**config.mk**
```make
export PLATFORM = sky130hd
export DESIGN_NAME = mem_write_monitor
export DESIGN_NICKNAME = d
export VERILOG_FILES = /design/src/rtl/mem_write_monitor.sv
export SDC_FILE = /design/constraint.sdc
export NUM_CORES = 1
export LEC_CHECK = 0
export CAP_MARGIN = 20
export CORE_MARGIN = 2
export CORE_UTILIZATION = 35
export CTS_BUF_LIST = sky130_fd_sc_hd__clkbuf_8
export DETAILED_ROUTE_END_ITERATION = 10
export GPL_TIMING_DRIVEN = 0
export PLACE_DENSITY = 0.65
export SLEW_MARGIN = 20
export SYNTH_ARGS = -nofsm -noshare
export SYNTH_HDL_FRONTEND = slang
export SYNTH_SLANG_ARGS = --single-unit
```
**constraint.sdc**
```tcl
create_clock -name clk -period 2.5 [get_ports clk]
set_input_delay 0.625 -clock clk [delete_from_list [all_inputs] [get_ports clk]]
set_output_delay 0.625 -clock clk [all_outputs]
set_load 0.02 [all_outputs]
```
**src/rtl/mem_write_monitor.sv**
```systemverilog
// Responder-side checker on the data-memory write port: arms on start, watches
// writes, and latches a pass/fail/timeout verdict until reset.
module mem_write_monitor #(
  parameter int unsigned             N           = 32,
  parameter int unsigned             ADDR_W      = 32,
  parameter logic [ADDR_W-1:0]       TARGET_ADDR = ADDR_W'(100),
  parameter logic [N-1:0]            TARGET_DATA = N'(7),
  parameter logic [ADDR_W-1:0]       ALLOW_ADDR  = ADDR_W'(96),
  parameter int unsigned             TIMEOUT     = 4096
) (
  input  logic              clk,
  input  logic              reset,
  input  logic              start,
  input  logic              mem_we,
  input  logic [ADDR_W-1:0] mem_addr,
  input  logic [N-1:0]      mem_wdata,
  output logic              done,
  output logic              pass,
  output logic              fail,
  output logic              timeout,
  output logic [15:0]       write_count,
  output logic [ADDR_W-1:0] last_addr,
  output logic [N-1:0]      last_data
);

  localparam int unsigned   CW       = $clog2(TIMEOUT);
  localparam logic [CW-1:0] CNT_LAST = CW'(TIMEOUT - 1);

  typedef enum logic [2:0] {
    S_IDLE,
    S_RUN,
    S_PASS,
    S_FAIL,
    S_TIMEOUT
  } state_t;

  state_t            state, state_nxt;
  logic [CW-1:0]     cnt, cnt_nxt;
  logic [15:0]       wcount_nxt;
  logic [ADDR_W-1:0] laddr_nxt;
  logic [N-1:0]      ldata_nxt;

  always_comb begin
    state_nxt  = state;
    cnt_nxt    = cnt;
    wcount_nxt = write_count;
    laddr_nxt  = last_addr;
    ldata_nxt  = last_data;
    unique case (state)
      S_IDLE: begin
        if (start) begin
          state_nxt = S_RUN;
          cnt_nxt   = '0;
        end
      end
      S_RUN: begin
        cnt_nxt = cnt + 1'b1;
        if (mem_we) begin
          if (write_count != 16'hFFFF) wcount_nxt = write_count + 16'd1;
          laddr_nxt = mem_addr;
          ldata_nxt = mem_wdata;
          if (mem_addr == TARGET_ADDR)
            state_nxt = (mem_wdata == TARGET_DATA) ? S_PASS : S_FAIL;
          else if (mem_addr != ALLOW_ADDR)
            state_nxt = S_FAIL;
        end
        // A tolerated write is not a verdict, so the timeout still applies to it.
        if (state_nxt == S_RUN && cnt == CNT_LAST) state_nxt = S_TIMEOUT;
      end
      default: ;
    endcase
  end

  always_ff @(posedge clk) begin
    if (!reset) begin
      state       <= S_IDLE;
      cnt         <= '0;
      write_count <= '0;
      last_addr   <= '0;
      last_data   <= '0;
    end else begin
      state       <= state_nxt;
      cnt         <= cnt_nxt;
      write_count <= wcount_nxt;
      last_addr   <= laddr_nxt;
      last_data   <= ldata_nxt;
    end
  end

  assign pass    = (state == S_PASS);
  assign fail    = (state == S_FAIL);
  assign timeout = (state == S_TIMEOUT);
  assign done    = pass | fail | timeout;

endmodule

```
==> impl_metrics.env, run 1 <==
export IMPL_yosysSeqAreaShare_pct=45.7
export IMPL_hold_slack_ns=0.465
export IMPL_via_per_inst=5.09
export IMPL_dp_cells=791
export IMPL_max_cap_viol_count=0
export IMPL_yosys_top_cells_area="dfxtp_1 46%, nand2_1 13%, a21boi_0 12%"
export IMPL_syn_avg_cell_area_um2=8.37
export IMPL_synth_most_common_cell="nand2_1"
export IMPL_grt_max_degree=16
export IMPL_pin_count=152
export IMPL_critPathCaptureType="output pin"
export IMPL_netlist_area_um2=4160
export IMPL_yosysWarningCount=0
export IMPL_num_vias=4105
export IMPL_slew_limit_headroom_pct=44.8
export IMPL_grt_pass1_vias=4017
export IMPL_ir_drop_mv=0.274
export IMPL_status="finished with violations"
export IMPL_synth_top_area_cell="dfxtp_1"
export IMPL_drive_gt1_share_pct=6.02
export IMPL_worst_pin_slew_ns=0.820
export IMPL_synth_distinct_cells=50
export IMPL_wl_per_cell_um=14.9
export IMPL_synth_nets=567
export IMPL_ys_flop_type="dfxtp_1"
export IMPL_drc_errors=11
export IMPL_placed_cell_area_um2=5850
export IMPL_clk_path_buf_depth=2
export IMPL_clk_pin_slew_ns=0.09
export IMPL_die_x_um=113
export IMPL_drt_pass1_iter_count=8
export IMPL_synthTopCellsByCount="144 x nand2_1, 95 x dfxtp_1, 66 x a21boi_0"
export IMPL_die_area_um2=12800
export IMPL_grt_ovfl_total=0
export IMPL_rows=39
export IMPL_p_per_area_nw_per_um2=561
export IMPL_path_max_fanout=8
export IMPL_finalSetupTns_ns=0
export IMPL_rsz0062_at_grt="false"
export IMPL_n_antenna_cell=0
export IMPL_hold_viol=0
export IMPL_numCtsBuffers=9
export IMPL_violations="design-rule violations"
export IMPL_worstSetupPathType="reg2out"
export IMPL_yosys_register_bits=95
export IMPL_clk_latency_ns=0.37
export IMPL_required_ns=1.88
export IMPL_synth_edff_count=0
export IMPL_htreeDepth=3
export IMPL_wl_um=12000
export IMPL_fp_coreArea_um2=11500
export IMPL_cts_tree="built"
export IMPL_finalCriticalPeriod_ns=2.37
export IMPL_final_antenna_net_count=0
export IMPL_synth_cells=497
export IMPL_area_growth_syn_to_layout_pct=46.7
export IMPL_port_buffers=151
export IMPL_cts_hold_buf=0
export IMPL_power_mw=3.43
export IMPL_cts_root_buf="clkbuf_8"
export IMPL_stdcell_count=807
export IMPL_finalMaxSlewViolations=0
export IMPL_nets=729
export IMPL_grt_antenna_before_repair=0
export IMPL_clock_skew_ns=0.00757
export IMPL_report_final_setup_viol=0
export IMPL_track_usage_pct=19.0
export IMPL_drt_initial_drc_count=270
export IMPL_start_util_pct=36.1
export IMPL_fmaxAchievable_mhz=423
export IMPL_grt_pass1_wl_um=19400
export IMPL_cts_sinks=95
export IMPL_post_route_period_util_pct=94.7
export IMPL_cp_data_arrival_time_ns=1.74
export IMPL_die_h_um=113
export IMPL_final_area_um2=6110
export IMPL_start_kind="flop"
export IMPL_dp_hpwl_um=9130
export IMPL_gp_congestion=0.879
export IMPL_async_reset_ff_share_pct=0
export IMPL_hold_path_class="reg2reg"
export IMPL_synth_top_area_share_pct=45.7
export IMPL_leakage_nw=2.20
## worst max-delay path, cell delays in order (launching register included)
cell	delay [ns]
dfxtp_2	0.37
inv_1	0.20
and3_2	0.21
clkdlybuf4s50_1	0.59
## cell type report
| class | count | area (um^2) |
|---|---|---|
| Clock inverter | 6 | 108 |
| Clock buffer | 10 | 138 |
| Inverter | 4 | 15.0 |
| Multi-Input combinational cell | 370 | 2110 |
| Tap cell | 143 | 179 |
| Sequential cell | 95 | 1900 |
| Buffer | 28 | 138 |
| Fill cell | 1095 | 5410 |
| Timing Repair Buffer | 151 | 1510 |
## flip-flops by register name (all words and copies together), names as in the netlist
register and flops:
cnt 12, last_addr 32, last_data 32, state 3, write_count 16
## power breakdown
part           internal (mW)  total (mW)  switching [mW]
clock                  0.691        1.24           0.552
combinational          0.281       0.577           0.295
sequential              1.57        1.61          0.0329
total                   2.55        3.43           0.880
## final timing paths
path                                      from              end  slack (ns)  depth (start not counted)
worst max register to register  write_count[0]  write_count[15]        0.27                          6
worst min-delay path             last_addr[15]    last_addr[15]        0.47                          2
worst max-delay path                  state[2]             fail        0.13                          3
worst min register to register   last_addr[15]    last_addr[15]        0.47                          2
## routing by layer
| metal | GRT usage (%) | wire length, um | vias to the layer above |
|---|---|---|---|
| li1 | - | - | 2031 |
| met1 | 23.6 | 5240 | 1917 |
| met2 | 30.7 | 5550 | 135 |
| met3 | 5.46 | 958 | 22 |
| met4 | 8.62 | 294 | 0 |
| met5 | 0 | 0 | - |
## cells by family (layout without fill, tap and decap cells)
logic type	after synthesis	count (layout)	synth area share [%]
AO/OA/AOI/OAI	99	99	17.0
XOR/XNOR	13	13	2.74
adder cells (fa/ha/maj)	2	2	0.601
buffers and inverters	32	199	3.64
flip-flops	95	95	45.7
multiplexers	1	1	0.241
AND/OR/NAND/NOR	255	255	30.1
## metrics by stage
step                worst slack, ns  utilization [%]
detailed placement           -0.403             50.8
global route                 0.0466             53.0
CTS                          0.0141             53.0
global placement             -0.272             50.8
finish                        0.134             53.0
floorplan                     0.545                -
## cell usage in the layout, fill, tap and decap left out, drive strengths merged, types with 6 or more instances in the layout
master,netlist,routed
a21boi,67,67
and2,19,19
and3,7,7
buf,11,11
clkbuf,17,27
clkdlybuf4s50,0,149
dfxtp,95,95
inv,4,6
nand2,144,144
nand3,13,13
nand4,12,12
nor2,14,14
nor3,9,9
nor4,17,17
o21ai,12,12
xor2,10,10
## repair_timing
action	in CTS	in global routing
endpoints found under the setup margin	2	51
cloned	0	0
buffers inserted	0	0
resized for setup	3	3
(Power assumes the default switching activity.)
==> run 2, diff against run 1 <==
--- a/config.mk
+++ b/config.mk
@@ -9,6 +9,7 @@
 export CORE_MARGIN = 2
 export CORE_UTILIZATION = 35
 export CTS_BUF_LIST = sky130_fd_sc_hd__clkbuf_8
+export CTS_CLUSTER_DIAMETER = 30
 export DETAILED_ROUTE_END_ITERATION = 10
 export GPL_TIMING_DRIVEN = 0
 export PLACE_DENSITY = 0.65
==> results of run 2 <==
No change in the layout: final DEF, timing and power equal those of run 1.
